<file path="src/rtl/nvme_cq_handler_if.sv">
// AXI bundle between the NVMe device, the CQ handler and the doorbell target.
// The slave modport is the handler's view: a CQ-window write slave plus a doorbell write master.
interface nvme_cq_handler_if #(
    parameter int ID_WIDTH   = 4,
    parameter int ADDR_WIDTH = 32,
    parameter int DATA_WIDTH = 128
);
    logic [ID_WIDTH-1:0]     cs_awid;
    logic [ADDR_WIDTH-1:0]   cs_awaddr;
    logic [7:0]              cs_awlen;
    logic [2:0]              cs_awsize;
    logic [1:0]              cs_awburst;
    logic                    cs_awvalid;
    logic                    cs_awready;
    logic [DATA_WIDTH-1:0]   cs_wdata;
    logic [DATA_WIDTH/8-1:0] cs_wstrb;
    logic                    cs_wlast;
    logic                    cs_wvalid;
    logic                    cs_wready;
    logic [ID_WIDTH-1:0]     cs_bid;
    logic [1:0]              cs_bresp;
    logic                    cs_bvalid;
    logic                    cs_bready;

    logic [ADDR_WIDTH-1:0]   db_awaddr;
    logic [7:0]              db_awlen;
    logic [2:0]              db_awsize;
    logic [1:0]              db_awburst;
    logic                    db_awvalid;
    logic                    db_awready;
    logic [DATA_WIDTH-1:0]   db_wdata;
    logic [DATA_WIDTH/8-1:0] db_wstrb;
    logic                    db_wlast;
    logic                    db_wvalid;
    logic                    db_wready;
    logic [1:0]              db_bresp;
    logic                    db_bvalid;
    logic                    db_bready;

    modport slave (
        input  cs_awid, cs_awaddr, cs_awlen, cs_awsize, cs_awburst, cs_awvalid,
        output cs_awready,
        input  cs_wdata, cs_wstrb, cs_wlast, cs_wvalid,
        output cs_wready,
        output cs_bid, cs_bresp, cs_bvalid,
        input  cs_bready,
        output db_awaddr, db_awlen, db_awsize, db_awburst, db_awvalid,
        input  db_awready,
        output db_wdata, db_wstrb, db_wlast, db_wvalid,
        input  db_wready,
        input  db_bresp, db_bvalid,
        output db_bready
    );

    modport master (
        output cs_awid, cs_awaddr, cs_awlen, cs_awsize, cs_awburst, cs_awvalid,
        input  cs_awready,
        output cs_wdata, cs_wstrb, cs_wlast, cs_wvalid,
        input  cs_wready,
        input  cs_bid, cs_bresp, cs_bvalid,
        output cs_bready,
        input  db_awaddr, db_awlen, db_awsize, db_awburst, db_awvalid,
        output db_awready,
        input  db_wdata, db_wstrb, db_wlast, db_wvalid,
        output db_wready,
        output db_bresp, db_bvalid,
        input  db_bready
    );
endinterface

</file>
<file path="src/rtl/nvme_cq_handler.sv">
// CQ entry consumer: one CQ write in flight, completion out after the last W beat, B after cpl handshake, then CQ head doorbell.
// Every stage holds until its handshake, so cs_awready stays low for the whole loop. CQ_DB_COALESCE_EN batches doorbells.
module nvme_cq_handler #(
    parameter int OUTSTANDING = 16,
    parameter int ID_WIDTH    = 4,
    parameter int ADDR_WIDTH  = 32,
    parameter int DATA_WIDTH  = 128,
    parameter int CQ_BASE     = 132096,
    parameter int CQHDBL_ADDR = 1012,
    parameter int DB_COALESCE = 4
) (
    input  logic                           clk,
    input  logic                           rstn,
    nvme_cq_handler_if.slave               bus,
    output logic [$clog2(OUTSTANDING)-1:0] cq_sqhead,
    output logic                           cpl_valid,
    input  logic                           cpl_ready,
    output logic [15:0]                    cpl_cid,
    output logic [14:0]                    cpl_status,
    output logic                           cpl_err
);
    localparam int HW = $clog2(OUTSTANDING);
    localparam int SW = DATA_WIDTH / 8;
    localparam logic [ADDR_WIDTH-1:0] BASE  = ADDR_WIDTH'(CQ_BASE);
    localparam logic [ADDR_WIDTH-1:0] LIMIT = ADDR_WIDTH'(CQ_BASE + 16 * OUTSTANDING);

    typedef enum logic [2:0] {IDLE, WDAT, CPL, BRESP, DB} state_t;

    state_t                state;
    logic                  awready, wready, bvalid;
    logic [ID_WIDTH-1:0]   bid;
    logic [1:0]            bresp;
    logic                  aw_pend, w_pend, db_bready_q;
    logic [ADDR_WIDTH-1:0] aw_addr;
    logic [7:0]            aw_len;
    logic                  beat0;
    logic [HW-1:0]         lat_sqhd;
    logic [15:0]           lat_cid;
    logic                  lat_p;
    logic [14:0]           lat_status;
    logic                  ok_q, db_q;
    logic [HW-1:0]         cq_head;
    logic                  phase;

    logic [15:0]           e_cid;
    logic                  e_p;
    logic [14:0]           e_status;
    logic [ADDR_WIDTH-1:0] offset;
    logic                  in_win, entry_ok;
    logic [HW-1:0]         head_next;

`ifdef CQ_DB_COALESCE_EN
    localparam int CW = $clog2(DB_COALESCE + 1);
    logic [CW-1:0] db_cnt;
    logic [CW-1:0] cnt_next;
    assign cnt_next = db_cnt + 1'b1;
`endif

    // The last beat may also be beat 0, so decide on the live data in that case.
    always_comb begin
        e_cid    = lat_cid;
        e_p      = lat_p;
        e_status = lat_status;
        if (beat0) begin
            e_cid    = bus.cs_wdata[111:96];
            e_p      = bus.cs_wdata[112];
            e_status = bus.cs_wdata[127:113];
        end
    end

    assign offset    = aw_addr - BASE;
    assign in_win    = (aw_addr >= BASE) && (aw_addr < LIMIT);
    assign entry_ok  = (aw_len == 8'd0) && in_win && (offset[HW+3:4] == cq_head) && (e_p == phase);
    assign head_next = cq_head + 1'b1;

    always_ff @(posedge clk or negedge rstn) begin
        if (!rstn) begin
            state       <= IDLE;
            awready     <= 1'b0;
            wready      <= 1'b0;
            bvalid      <= 1'b0;
            bid         <= '0;
            bresp       <= 2'b00;
            aw_pend     <= 1'b0;
            w_pend      <= 1'b0;
            db_bready_q <= 1'b0;
            aw_addr     <= '0;
            aw_len      <= '0;
            beat0       <= 1'b0;
            lat_sqhd    <= '0;
            lat_cid     <= '0;
            lat_p       <= 1'b0;
            lat_status  <= '0;
            ok_q        <= 1'b0;
            db_q        <= 1'b0;
            cq_head     <= '0;
            phase       <= 1'b1;
            cq_sqhead   <= '0;
            cpl_valid   <= 1'b0;
            cpl_cid     <= '0;
            cpl_status  <= '0;
            cpl_err     <= 1'b0;
`ifdef CQ_DB_COALESCE_EN
            db_cnt      <= '0;
`endif
        end else begin
            case (state)
                IDLE: begin
                    if (!awready) begin
                        awready <= 1'b1;
                    end else if (bus.cs_awvalid) begin
                        bid     <= bus.cs_awid;
                        aw_addr <= bus.cs_awaddr;
                        aw_len  <= bus.cs_awlen;
                        awready <= 1'b0;
                        wready  <= 1'b1;
                        beat0   <= 1'b1;
                        state   <= WDAT;
                    end
                end
                WDAT: begin
                    if (bus.cs_wvalid) begin
                        beat0 <= 1'b0;
                        if (beat0) begin
                            lat_sqhd   <= bus.cs_wdata[64+HW-1:64];
                            lat_cid    <= bus.cs_wdata[111:96];
                            lat_p      <= bus.cs_wdata[112];
                            lat_status <= bus.cs_wdata[127:113];
                        end
                        if (bus.cs_wlast) begin
                            wready <= 1'b0;
                            if (entry_ok) begin
                                cpl_valid  <= 1'b1;
                                cpl_cid    <= e_cid;
                                cpl_status <= e_status;
                                state      <= CPL;
                            end else begin
                                cpl_err <= 1'b1;
                                ok_q    <= 1'b0;
                                db_q    <= 1'b0;
                                bvalid  <= 1'b1;
                                bresp   <= 2'b10;
                                state   <= BRESP;
                            end
                        end
                    end
                end
                CPL: begin
                    if (cpl_ready) begin
                        cpl_valid <= 1'b0;
                        cq_sqhead <= lat_sqhd;
                        cq_head   <= head_next;
                        if (head_next == '0) phase <= ~phase;
                        ok_q      <= 1'b1;
`ifdef CQ_DB_COALESCE_EN
                        db_cnt    <= cnt_next;
                        db_q      <= (cnt_next == CW'(DB_COALESCE)) || (head_next == '0);
`else
                        db_q      <= 1'b1;
`endif
                        bvalid    <= 1'b1;
                        bresp     <= 2'b00;
                        state     <= BRESP;
                    end
                end
                BRESP: begin
                    if (bus.cs_bready) begin
                        bvalid <= 1'b0;
                        if (ok_q && db_q) begin
                            aw_pend <= 1'b1;
                            w_pend  <= 1'b1;
                            state   <= DB;
                        end else begin
                            state <= IDLE;
                        end
                    end
                end
                DB: begin
                    if (aw_pend && bus.db_awready) aw_pend <= 1'b0;
                    if (w_pend && bus.db_wready) w_pend <= 1'b0;
                    if (!db_bready_q) begin
                        if ((!aw_pend || bus.db_awready) && (!w_pend || bus.db_wready))
                            db_bready_q <= 1'b1;
                    end else if (bus.db_bvalid) begin
                        db_bready_q <= 1'b0;
`ifdef CQ_DB_COALESCE_EN
                        db_cnt      <= '0;
`endif
                        state       <= IDLE;
                    end
                end
                default: state <= IDLE;
            endcase
        end
    end

    assign bus.cs_awready = awready;
    assign bus.cs_wready  = wready;
    assign bus.cs_bvalid  = bvalid;
    assign bus.cs_bid     = bid;
    assign bus.cs_bresp   = bresp;

    // Doorbell payload always reflects the already-advanced head.
    assign bus.db_awaddr  = ADDR_WIDTH'(CQHDBL_ADDR);
    assign bus.db_awlen   = 8'd0;
    assign bus.db_awsize  = 3'd2;
    assign bus.db_awburst = 2'b01;
    assign bus.db_awvalid = aw_pend;
    assign bus.db_wdata   = DATA_WIDTH'({32'(cq_head), 32'h0});
    assign bus.db_wstrb   = SW'(16'h00F0);
    assign bus.db_wlast   = 1'b1;
    assign bus.db_wvalid  = w_pend;
    assign bus.db_bready  = db_bready_q;

    logic unused_ok;
    assign unused_ok = ^{bus.cs_awsize, bus.cs_awburst, bus.cs_wstrb, bus.db_bresp,
                         bus.cs_wdata[63:0], bus.cs_wdata[95:64+HW], offset[3:0],
                         offset[ADDR_WIDTH-1:HW+4]};
endmodule

</file>
<file path="src/flat_wrapper.sv">
// flat-port wrapper written by rule: the top's interface ports become plain ports
module nvme_cq_handler_flat 
#(
    parameter int OUTSTANDING = 16,
    parameter int ID_WIDTH    = 4,
    parameter int ADDR_WIDTH  = 32,
    parameter int DATA_WIDTH  = 128,
    parameter int CQ_BASE     = 132096,
    parameter int CQHDBL_ADDR = 1012,
    parameter int DB_COALESCE = 4
)
  (clk, rstn, cq_sqhead, cpl_valid, cpl_ready, cpl_cid, cpl_status, cpl_err, bus_cs_awid, bus_cs_awaddr, bus_cs_awlen, bus_cs_awsize, bus_cs_awburst, bus_cs_awvalid, bus_cs_awready, bus_cs_wdata, bus_cs_wstrb, bus_cs_wlast, bus_cs_wvalid, bus_cs_wready, bus_cs_bid, bus_cs_bresp, bus_cs_bvalid, bus_cs_bready, bus_db_awaddr, bus_db_awlen, bus_db_awsize, bus_db_awburst, bus_db_awvalid, bus_db_awready, bus_db_wdata, bus_db_wstrb, bus_db_wlast, bus_db_wvalid, bus_db_wready, bus_db_bresp, bus_db_bvalid, bus_db_bready);
  nvme_cq_handler_if #(.ID_WIDTH(ID_WIDTH), .ADDR_WIDTH(ADDR_WIDTH), .DATA_WIDTH(DATA_WIDTH)) bus_i ();
  input  logic clk;
  input  logic rstn;
  output logic [$clog2(OUTSTANDING)-1:0] cq_sqhead;
  output logic cpl_valid;
  input  logic cpl_ready;
  output logic [15:0] cpl_cid;
  output logic [14:0] cpl_status;
  output logic cpl_err;
  input wire logic [$bits(bus_i.cs_awid)-1:0] bus_cs_awid;
  input wire logic [$bits(bus_i.cs_awaddr)-1:0] bus_cs_awaddr;
  input wire logic [$bits(bus_i.cs_awlen)-1:0] bus_cs_awlen;
  input wire logic [$bits(bus_i.cs_awsize)-1:0] bus_cs_awsize;
  input wire logic [$bits(bus_i.cs_awburst)-1:0] bus_cs_awburst;
  input wire logic [$bits(bus_i.cs_awvalid)-1:0] bus_cs_awvalid;
  output wire logic [$bits(bus_i.cs_awready)-1:0] bus_cs_awready;
  input wire logic [$bits(bus_i.cs_wdata)-1:0] bus_cs_wdata;
  input wire logic [$bits(bus_i.cs_wstrb)-1:0] bus_cs_wstrb;
  input wire logic [$bits(bus_i.cs_wlast)-1:0] bus_cs_wlast;
  input wire logic [$bits(bus_i.cs_wvalid)-1:0] bus_cs_wvalid;
  output wire logic [$bits(bus_i.cs_wready)-1:0] bus_cs_wready;
  output wire logic [$bits(bus_i.cs_bid)-1:0] bus_cs_bid;
  output wire logic [$bits(bus_i.cs_bresp)-1:0] bus_cs_bresp;
  output wire logic [$bits(bus_i.cs_bvalid)-1:0] bus_cs_bvalid;
  input wire logic [$bits(bus_i.cs_bready)-1:0] bus_cs_bready;
  output wire logic [$bits(bus_i.db_awaddr)-1:0] bus_db_awaddr;
  output wire logic [$bits(bus_i.db_awlen)-1:0] bus_db_awlen;
  output wire logic [$bits(bus_i.db_awsize)-1:0] bus_db_awsize;
  output wire logic [$bits(bus_i.db_awburst)-1:0] bus_db_awburst;
  output wire logic [$bits(bus_i.db_awvalid)-1:0] bus_db_awvalid;
  input wire logic [$bits(bus_i.db_awready)-1:0] bus_db_awready;
  output wire logic [$bits(bus_i.db_wdata)-1:0] bus_db_wdata;
  output wire logic [$bits(bus_i.db_wstrb)-1:0] bus_db_wstrb;
  output wire logic [$bits(bus_i.db_wlast)-1:0] bus_db_wlast;
  output wire logic [$bits(bus_i.db_wvalid)-1:0] bus_db_wvalid;
  input wire logic [$bits(bus_i.db_wready)-1:0] bus_db_wready;
  input wire logic [$bits(bus_i.db_bresp)-1:0] bus_db_bresp;
  input wire logic [$bits(bus_i.db_bvalid)-1:0] bus_db_bvalid;
  output wire logic [$bits(bus_i.db_bready)-1:0] bus_db_bready;
  assign bus_i.cs_awid = bus_cs_awid;
  assign bus_i.cs_awaddr = bus_cs_awaddr;
  assign bus_i.cs_awlen = bus_cs_awlen;
  assign bus_i.cs_awsize = bus_cs_awsize;
  assign bus_i.cs_awburst = bus_cs_awburst;
  assign bus_i.cs_awvalid = bus_cs_awvalid;
  assign bus_cs_awready = bus_i.cs_awready;
  assign bus_i.cs_wdata = bus_cs_wdata;
  assign bus_i.cs_wstrb = bus_cs_wstrb;
  assign bus_i.cs_wlast = bus_cs_wlast;
  assign bus_i.cs_wvalid = bus_cs_wvalid;
  assign bus_cs_wready = bus_i.cs_wready;
  assign bus_cs_bid = bus_i.cs_bid;
  assign bus_cs_bresp = bus_i.cs_bresp;
  assign bus_cs_bvalid = bus_i.cs_bvalid;
  assign bus_i.cs_bready = bus_cs_bready;
  assign bus_db_awaddr = bus_i.db_awaddr;
  assign bus_db_awlen = bus_i.db_awlen;
  assign bus_db_awsize = bus_i.db_awsize;
  assign bus_db_awburst = bus_i.db_awburst;
  assign bus_db_awvalid = bus_i.db_awvalid;
  assign bus_i.db_awready = bus_db_awready;
  assign bus_db_wdata = bus_i.db_wdata;
  assign bus_db_wstrb = bus_i.db_wstrb;
  assign bus_db_wlast = bus_i.db_wlast;
  assign bus_db_wvalid = bus_i.db_wvalid;
  assign bus_i.db_wready = bus_db_wready;
  assign bus_i.db_bresp = bus_db_bresp;
  assign bus_i.db_bvalid = bus_db_bvalid;
  assign bus_db_bready = bus_i.db_bready;
  nvme_cq_handler #(.OUTSTANDING(OUTSTANDING), .ID_WIDTH(ID_WIDTH), .ADDR_WIDTH(ADDR_WIDTH), .DATA_WIDTH(DATA_WIDTH), .CQ_BASE(CQ_BASE), .CQHDBL_ADDR(CQHDBL_ADDR), .DB_COALESCE(DB_COALESCE)) u_core (.clk(clk), .rstn(rstn), .bus(bus_i), .cq_sqhead(cq_sqhead), .cpl_valid(cpl_valid), .cpl_ready(cpl_ready), .cpl_cid(cpl_cid), .cpl_status(cpl_status), .cpl_err(cpl_err));
endmodule
</file>
<file path="config.mk">
export PLATFORM = sky130hd
export DESIGN_NAME = nvme_cq_handler_flat
export DESIGN_NICKNAME = d
export VERILOG_FILES = /design/src/rtl/nvme_cq_handler_if.sv /design/src/rtl/nvme_cq_handler.sv /design/src/flat_wrapper.sv
export SDC_FILE = /design/constraint.sdc
export NUM_CORES = 1
export LEC_CHECK = 0
export ABC_CLOCK_PERIOD_IN_PS = 2660
export CAP_MARGIN = 30
export CORE_AREA = 3 3 172 174
export DETAILED_ROUTE_END_ITERATION = 16
export DIE_AREA = 0 0 175 177
export MAX_ROUTING_LAYER = met4
export PLACE_DENSITY = 0.62
export SETUP_SLACK_MARGIN = 0.5
export SLEW_MARGIN = 20
export SYNTH_ARGS = -nofsm -noshare
export SYNTH_HDL_FRONTEND = slang
export SYNTH_SLANG_ARGS = --single-unit
</file>
<file path="constraint.sdc">
create_clock -name clk -period 2.66 [get_ports clk]
set_input_delay 0.532 -clock clk [delete_from_list [all_inputs] [get_ports clk]]
set_output_delay 0.532 -clock clk [all_outputs]
set_load 0.01 [all_outputs]
</file>
==> impl_metrics.ini <==
[run_status]
outcome = complete, no violations

[timing]
grt_setup_unrepaired = true
fin_skew_ps = 19.55
fin_crit_ps = 2553
fmax_mhz = 391.7
max_slew_margin_pct = 59.89
final_max_slew_viol_count = 0
post-route-period-util_pct = 95.97
hold_violations = 0
setup_viol = 0
worst_pin_slew_ps = 600.3
setup_tns_ps = 0

[clocking]
clk_pin_slew_worst_paths_ps = 80
htree_levels = 4
clk_latency_ps = 430
cts_tree = yes
cts_sinks = 130
clockBufferDepth = 2
cts_made_buffers = 17
cts_root_buf = clkbuf_16

[grt]
grt_pass1_vias = 4028
antenna_found_initial = 0
grt_max_degree = 47
grtUsageTotal_pct = 9.980
grt_pass1_wl_um = 23050
grt_overflow = 0

[power_and_ir_drop]
power.leakage_nw = 4.236
power_density_mw_per_mm2 = 865.3
p_total_mw = 7.806
ir_drop_v = 0.0003673

[drt]
finalWirelength_um = 15500
ant_nets = 0
first_pass_iters = 4
drt_iter0_markers = 116
avgRoutedWirePerCell_um = 13.66
drc = 0
vias_per_cell = 3.691
via_count = 4189

[placement]
gp_congestion = 0.7400
portBuffers = 137
place_inst = 1098
dpl.hpwl_um = 10660
place_area_mm2 = 0.008273

[floorplanning]
die_w_um = 175
core-area_mm2 = 0.02793
initial_utilization_pct = 25.19
rows = 61
die-height_um = 177
boundaryPins = 444
dieArea_mm2 = 0.03098

[worst_setup_path]
path_max_fanout = 7
critical_path.startpoint_type = flip-flop
crit_type = flip-flop to flip-flop
end_kind = flip-flop
cp.arrival_ps = 2870
critPathRequiredTime_ps = 2970

[hold_path]
hold_class = input port to asynchronous set/reset pin

[layout]
finish.instance_area_mm2 = 0.009021
utilization_pct = 32.29
num-fill-cells = 2824
area_growth_pct = 28.20
fin_nets = 951
diodes = 0
drive_gt1_share_pct = 27.34
stdcell_count = 1135

[yosys]
synthDistinctLibCells = 34
yosysTopAreaCell = dfrtp_1
yosysMostFrequentCell = buf_4
ys_warn_count = 0
ys.flop_type = dfrtp_1
synth.area.top_cells = dfrtp_1, buf_4, mux2_2, mux2_4, nand2_1
synth.top_cell.area_share_pct = 45.87
syn_avg_cell_area_um2 = 12.01
synth-edff-count = 0
synth_seq_cells = 130
yosysSeqAreaShare_pct = 46.25
async_flop_share_pct = 100.0
synth_area_mm2 = 0.007037
yosys-top-cells-count = buf_4, dfrtp_1, mux2_2, nand2_1, mux2_4
synthCells = 586

[job]
drv_cap = 0
==> critical path, stage by stage (launching register included) <==
cell and delay (ps):
dfrtp_1 410, nor4b_4 300, nand4_1 180, nor4_2 240
buf_4 150, or4b_4 540, bufbuf_16 320, mux2_4 300
==> path summary, 6_finish.rpt <==
path | start | to | slack, ps | cells after the start
hold reg to reg | u_core.lat_sqhd[2]$_DFFE_PN0P_ | u_core.cq_sqhead[2]$_DFFE_PN0P_ | 460 | 2
setup reg to reg | u_core.aw_addr[20]$_DFFE_PN0P_ | u_core.cpl_status[12]$_DFFE_PN0P_ | 110 | 7
setup / recovery | u_core.aw_addr[20]$_DFFE_PN0P_ | u_core.cpl_status[12]$_DFFE_PN0P_ | 110 | 7
min in group clk | u_core.lat_sqhd[2]$_DFFE_PN0P_ | u_core.cq_sqhead[2]$_DFFE_PN0P_ | 460 | 2
max in group asynchronous | rstn | u_core.lat_cid[7]$_DFFE_PN0P_ | 1990 | 2
hold / removal | rstn | u_core.lat_status[7]$_DFFE_PN0P_ | 30 | 1
==> timing repair <==
item | CTS | global route
hold buffers | 0 | 0
endpoints found under the hold margin | 0 | 0
pin swaps | 2 | 1
setup endpoints to repair | 32 | 35
setup buffers | 3 | 0
resized for setup | 5 | 4
gates cloned | 2 | 0
==> state kept, by name, summed over array words and instances (netlist names), 3 cells and up <==
name               cells
u_core.aw_addr        28
u_core.aw_len          8
u_core.bus.cs_bid      4
u_core.cpl_cid        16
u_core.cpl_status     15
u_core.cq_head         4
u_core.cq_sqhead       4
u_core.lat_cid        16
u_core.lat_sqhd        4
u_core.lat_status     15
u_core.state           3
==> where the power goes <==
part | internal, mW | switching, mW | leakage, nW
combinational | 1.37 | 0.983 | 2.29
sequential | 2.66 | 0.387 | 1.65
clock | 1.28 | 1.13 | 0.294
total | 5.31 | 2.50 | 4.24
==> kinds of logic after synthesis <==
group | count (synthesis) | share of synthesized area (%)
simple gates | 73 | 4.943
flops | 130 | 46.25
buf+inv | 209 | 21.57
xor+xnor | 10 | 1.245
compound gates | 21 | 1.760
other cells | 2 | 0.1067
fa+ha+maj | 2 | 0.3556
mux | 139 | 23.77
==> final cells by class <==
cell class	count	area (um2)	area share [%]
Timing Repair Buffer	161	1668	18.49
Clock inverter	15	182.7	2.025
Multi-Input combinational cell	432	3009	33.36
Sequential cell	130	3256	36.09
Clock buffer	17	425.4	4.716
Inverter	2	7.507	0.08322
Tap cell	378	473.0	5.243
==> stage by stage <==
step	setup slack, ps	hold slack [ps]
2_1_floorplan	518.3	236.4
4_1_cts	67.48	21.65
6_report	107.2	30.62
5_1_grt	-73.78	38.02
3_5_place_dp	-389.4	453.2
3_3_place_gp	-433.2	447.6
==> routing by layer <==
metal	GRT usage (%)	routed length, um
met3	3.539	1324
met4	2.992	129
met5	-	0
met1	12.25	6477
met2	15.53	7569
==> placed cells by master (no fill, tap or decap), drive strengths merged, types with 7 or more instances in the layout <==
| cell type | synthesis | routed |
|---|---|---|
| dfrtp | 129 | 129 |
| clkbuf | 15 | 17 |
| nor4 | 7 | 7 |
| inv | 2 | 10 |
| nand2 | 37 | 37 |
| clkdlybuf4s50 | 0 | 136 |
| xnor2 | 9 | 9 |
| conb | 2 | 187 |
| nor2 | 8 | 8 |
| mux2 | 138 | 138 |
| buf | 192 | 24 |
(Power assumes the default switching activity.)
